`src/rtl/whirlpool_wcipher_pi_inv.sv`:
```
// Row-streaming Whirlpool W-cipher Pi / inverse Pi with ping-pong row banks.
// Column j rotates up by j rows (inverse) or down by j rows (forward).
module whirlpool_wcipher_pi_inv #(
  parameter bit FWD = 1'b0
) (
  input  logic        clk,
  input  logic        reset_n,
  input  logic        clr,
  input  logic        in_valid,
  output logic        in_ready,
  input  logic [63:0] in_row,
  output logic        out_valid,
  input  logic        out_ready,
  output logic [63:0] out_row,
  output logic        out_last,
  output logic        busy
);

  logic [63:0] mem_q [2][8];

  logic       wr_bank_q, wr_bank_d;
  logic [2:0] wr_row_q, wr_row_d;
  logic       rd_bank_q, rd_bank_d;
  logic [2:0] rd_row_q, rd_row_d;
  logic [1:0] full_q, full_d;

  logic        wr_en;
  logic        rd_en;
  logic [63:0] col_row;

  // clr blocks both interfaces so nothing moves while pointers reset
  assign in_ready  = ~full_q[wr_bank_q] & ~clr;
  assign out_valid = full_q[rd_bank_q] & ~clr;
  assign out_last  = out_valid & (rd_row_q == 3'd7);
  assign busy      = (|full_q) | (wr_row_q != 3'd0);

  assign wr_en = in_valid & in_ready;
  assign rd_en = out_valid & out_ready;

  always_ff @(posedge clk) begin
    if (wr_en) begin
      mem_q[wr_bank_q][wr_row_q] <= in_row;
    end
  end

  for (genvar j = 0; j < 8; j++) begin : g_col
    logic [2:0] sel;
    if (FWD) begin : g_fwd
      assign sel = rd_row_q - 3'(j);
    end else begin : g_inv
      assign sel = rd_row_q + 3'(j);
    end
    assign col_row[63-8*j -: 8] =
      mem_q[rd_bank_q][sel][63-8*j -: 8];
  end

  assign out_row = out_valid ? col_row : '0;

  always_comb begin
    wr_bank_d = wr_bank_q;
    wr_row_d  = wr_row_q;
    rd_bank_d = rd_bank_q;
    rd_row_d  = rd_row_q;
    full_d    = full_q;
    if (clr) begin
      wr_bank_d = 1'b0;
      wr_row_d  = 3'd0;
      rd_bank_d = 1'b0;
      rd_row_d  = 3'd0;
      full_d    = 2'b00;
    end else begin
      if (wr_en) begin
        wr_row_d = wr_row_q + 3'd1;
        if (wr_row_q == 3'd7) begin
          full_d[wr_bank_q] = 1'b1;
          wr_bank_d = ~wr_bank_q;
        end
      end
      // read and write banks differ whenever both complete together
      if (rd_en) begin
        rd_row_d = rd_row_q + 3'd1;
        if (rd_row_q == 3'd7) begin
          full_d[rd_bank_q] = 1'b0;
          rd_bank_d = ~rd_bank_q;
        end
      end
    end
  end

  always_ff @(posedge clk or negedge reset_n) begin
    if (!reset_n) begin
      wr_bank_q <= 1'b0;
      wr_row_q  <= 3'd0;
      rd_bank_q <= 1'b0;
      rd_row_q  <= 3'd0;
      full_q    <= 2'b00;
    end else begin
      wr_bank_q <= wr_bank_d;
      wr_row_q  <= wr_row_d;
      rd_bank_q <= rd_bank_d;
      rd_row_q  <= rd_row_d;
      full_q    <= full_d;
    end
  end

endmodule

```
`config.mk`:
```
export PLATFORM = sky130hd
export DESIGN_NAME = whirlpool_wcipher_pi_inv
export DESIGN_NICKNAME = d
export VERILOG_FILES = /design/src/rtl/whirlpool_wcipher_pi_inv.sv
export SDC_FILE = /design/constraint.sdc
export NUM_CORES = 1
export LEC_CHECK = 0
export BUFFER_PORTS_ARGS = -buffer_cell sky130_fd_sc_hd__buf_2
export CAP_MARGIN = 20
export CORE_MARGIN = 3
export CORE_UTILIZATION = 48
export CTS_CLUSTER_DIAMETER = 30
export DETAILED_ROUTE_END_ITERATION = 12
export GPL_ROUTABILITY_DRIVEN = 0
export PLACE_DENSITY_LB_ADDON = 0.25
export SLEW_MARGIN = 5
export SYNTH_ARGS = -nofsm -noshare
export SYNTH_HDL_FRONTEND = slang
export SYNTH_SLANG_ARGS = --single-unit
```
`constraint.sdc`:
```
create_clock -name clk -period 18.37 [get_ports clk]
set_clock_uncertainty 0.2 [all_clocks]
set_input_delay 5.511 -clock clk [delete_from_list [all_inputs] [get_ports clk]]
set_output_delay 5.511 -clock clk [all_outputs]
set_load 0.1 [all_outputs]
```
==> metrics.yaml <==
htreeDepth: 4
grt_pass1_wl_mm: 132
peakVddDrop_mv: 0.0948
min-delay-start: "wr_row_q[2]"
async_flop_share_pct: 0.967
post_drt_wl_per_cell_microns: 27.5
p_sw_share_pct: 20.1
die_y_microns: 294
cts_setup_buffers: 0
grt_pass1_vias: 19900
reg2regPathDepth: 5
hp-class: "flip-flop to flip-flop"
area_growth_pct: 21.1
critPathLaunch: "clr"
layout_common_cells: "edfxtp_1, mux4_2, clkbuf_16"
synthAdderAreaFrac_pct: 0.220
synth.area.mux_share_pct: 16.7
drv_slew: 0
dr.pass1.iters: 5
fmax_mhz: 70.0
cts.clk_slew.worst_paths_ps: 40
core_sq_mm: 0.0813
power_density_mw_per_mm2: 128
synth_compound_area_share_pct: 2.06
initial_core_util_pct: 48.9
synth_xor_area_share_pct: 0.0220
synth_edf_count: 1024
syn-num-nets: 1813
status: "completed"
yosysWarnings: 0
drive_above_1_share_pct: 36.6
start_kind: "input port"
vias_per_cell: 5.80
drcViolationCount: 0
cts_tree: "built"
crit_end: "out_row[33]"
setup_tns_ps: 0
rrSetupSlack_ps: 14120
yosys-top-cells-area: "edfxtp_1, mux4_2, mux2i_1"
slew_headroom_pct: 28.4
crit_required_ps: 12660
wl_mm: 88.4
netlist-cell-type-count: 38
combPwrFrac_pct: 1.2
synth_cells: 1737
rsz0062_at_grt: "false"
final_antenna_net_count: 0
setup_viol: 0
final_common_cell: "edfxtp_1"
internal_power_mw: 4.92
synthFlopType: "edfxtp_1"
yosysTopAreaCell: "edfxtp_1"
cts_hold_buf: 0
syn_area_sq_mm: 0.0397
synth-seq-cells: 1034
ys_seq_area_share_pct: 78.0
post_cts_resized: 0
insertion_delay_ps: 740
rows: 104
worstReg2RegEnd: "mem_q[1][379]"
grt_max_degree: 68
worst-setup-path-type: "input port to output pin"
seqPwrFrac_pct: 42.5
globalRouteTotalUtil_pct: 21.0
tightest_slew_ps: 1070
fin_crit_ps: 14290
clockPowerShare_pct: 56.3
grt_antenna_before_repair: 11
port_buffers: 136
synth_area_per_cell_sq_um: 22.9
dp_hpwl_mm: 45.1
dr_total_vias: 18700
die_area_sq_mm: 0.0863
cts-root-buf: "clkbuf_16"
crit_arrival_ps: 8580
leakagePower_nw: 15.6
cts_buffers: 179
final_nets: 2072
cts_sinks: 1034
timing.final.crit_share_pct: 77.8
hold_viol: 0
pin_count: 137
synth_top_family_by_area: "multiplexers"
die_width_microns: 294
cp_max_fo: 39
netlist.area_leader.share_pct: 77.4
ctsLongestPathBuffers: 3
r2r_start: "wr_bank_q"
end_kind: "output pin"
overflow: 0
switchingPower_mw: 1.24
post-route-util_pct: 59.2
synthSimpleGateAreaFrac_pct: 1.48
drv_cap: 0
drtIter0Drc: 1768
-- cell families after synthesis --
kind of cell               count (synthesis)
DFF                                     1034
muxes                                    339
AOI/OAI and AO/OA                        126
and+or+nand+nor                          123
buffers and inverters                    107
adders and majority gates                  7
xor gates and xnor gates                   1
-- metal layers --
| metal | share of wire [%] | wire length (microns) | track usage, % |
|---|---|---|---|
| met1 | 42 | 36900 | 28.9 |
| met2 | 49 | 43400 | 33.6 |
| met3 | 7.0 | 6160 | 5.46 |
| met4 | 2.2 | 1920 | 6.39 |
| met5 | 0.051 | 45 | 0 |
-- Yosys cell counts (4+ instances only) --
master    instances
a211oi_1         28
a21oi_1          33
a221o_1          16
a311oi_1          4
and2b_1           8
buf_1            10
buf_2            31
buf_4            17
buf_6            13
clkbuf_1         28
dfrtp_1          10
edfxtp_1       1024
ha_1              7
inv_1             6
mux2_2           34
mux2i_1          48
mux4_2          256
nand2_1          59
nand3_1           6
nor2_1           15
nor2b_1          22
nor3_1            5
o21ai_0          18
o21ai_1          18
-- registers in the layout, indices dropped and copies added (netlist names) --
register / cells
full_q: 2
wr_row_q: 3
rd_row_q: 3
wr_bank_q: 1
rd_bank_q: 1
mem_q: 1024
-- critical path, cell delays in order --
cell	delay (ps)
buf_2	180
nand2b_2	440
inv_2	720
and3_1	930
a221o_1	320
buf_2	430
-- through the flow --
step | hold slack [ps] | setup WS [ps] | instance area, sq um | power (mW) | std cells
finish | 416 | 4080 | 48100 | 6.16 | 3216
global route | 444 | 3900 | 48100 | 6.34 | 3210
CTS | 415 | 3920 | 48100 | 6.21 | 3206
detailed placement | 404 | 3890 | 41600 | 2.74 | 2872
global placement | 392 | 4040 | 41600 | 2.73 | 2872
floorplan | 358 | 3940 | 39700 | 2.69 | 1737
-- worst min path at each step --
stage	to	slack [ps]	depth (start not counted)
after detailed placement	wr_row_q[2]	400	2
final	wr_row_q[2]	420	2
after CTS	wr_row_q[2]	410	2
after global placement	wr_row_q[2]	390	2
after floorplan	wr_row_q[2]	360	2
after global routing	wr_row_q[2]	440	2
-- power by group through the flow --
stage / logic, mW / clock network (mW) / registers, mW
6_report: 0.0732 / 3.47 / 2.62
5_1_grt: 0.0803 / 3.64 / 2.62
4_1_cts: 0.0742 / 3.52 / 2.62
3_5_place_dp: 0.0739 / 0 / 2.67
3_3_place_gp: 0.0696 / 0 / 2.66
2_1_floorplan: 0.0236 / 0 / 2.67
-- layout make-up --
class | instances | area [sq um]
clock buffers | 199 | 4620
diodes | 7 | 17.5
clock inverters | 135 | 1850
well taps | 1060 | 1330
multi-input cells | 596 | 8270
fillers | 5694 | 33200
inverters | 8 | 30.0
repair buffers | 177 | 1020
flip-flops and latches | 1034 | 31000
Power figures use the tool's default switching activity.
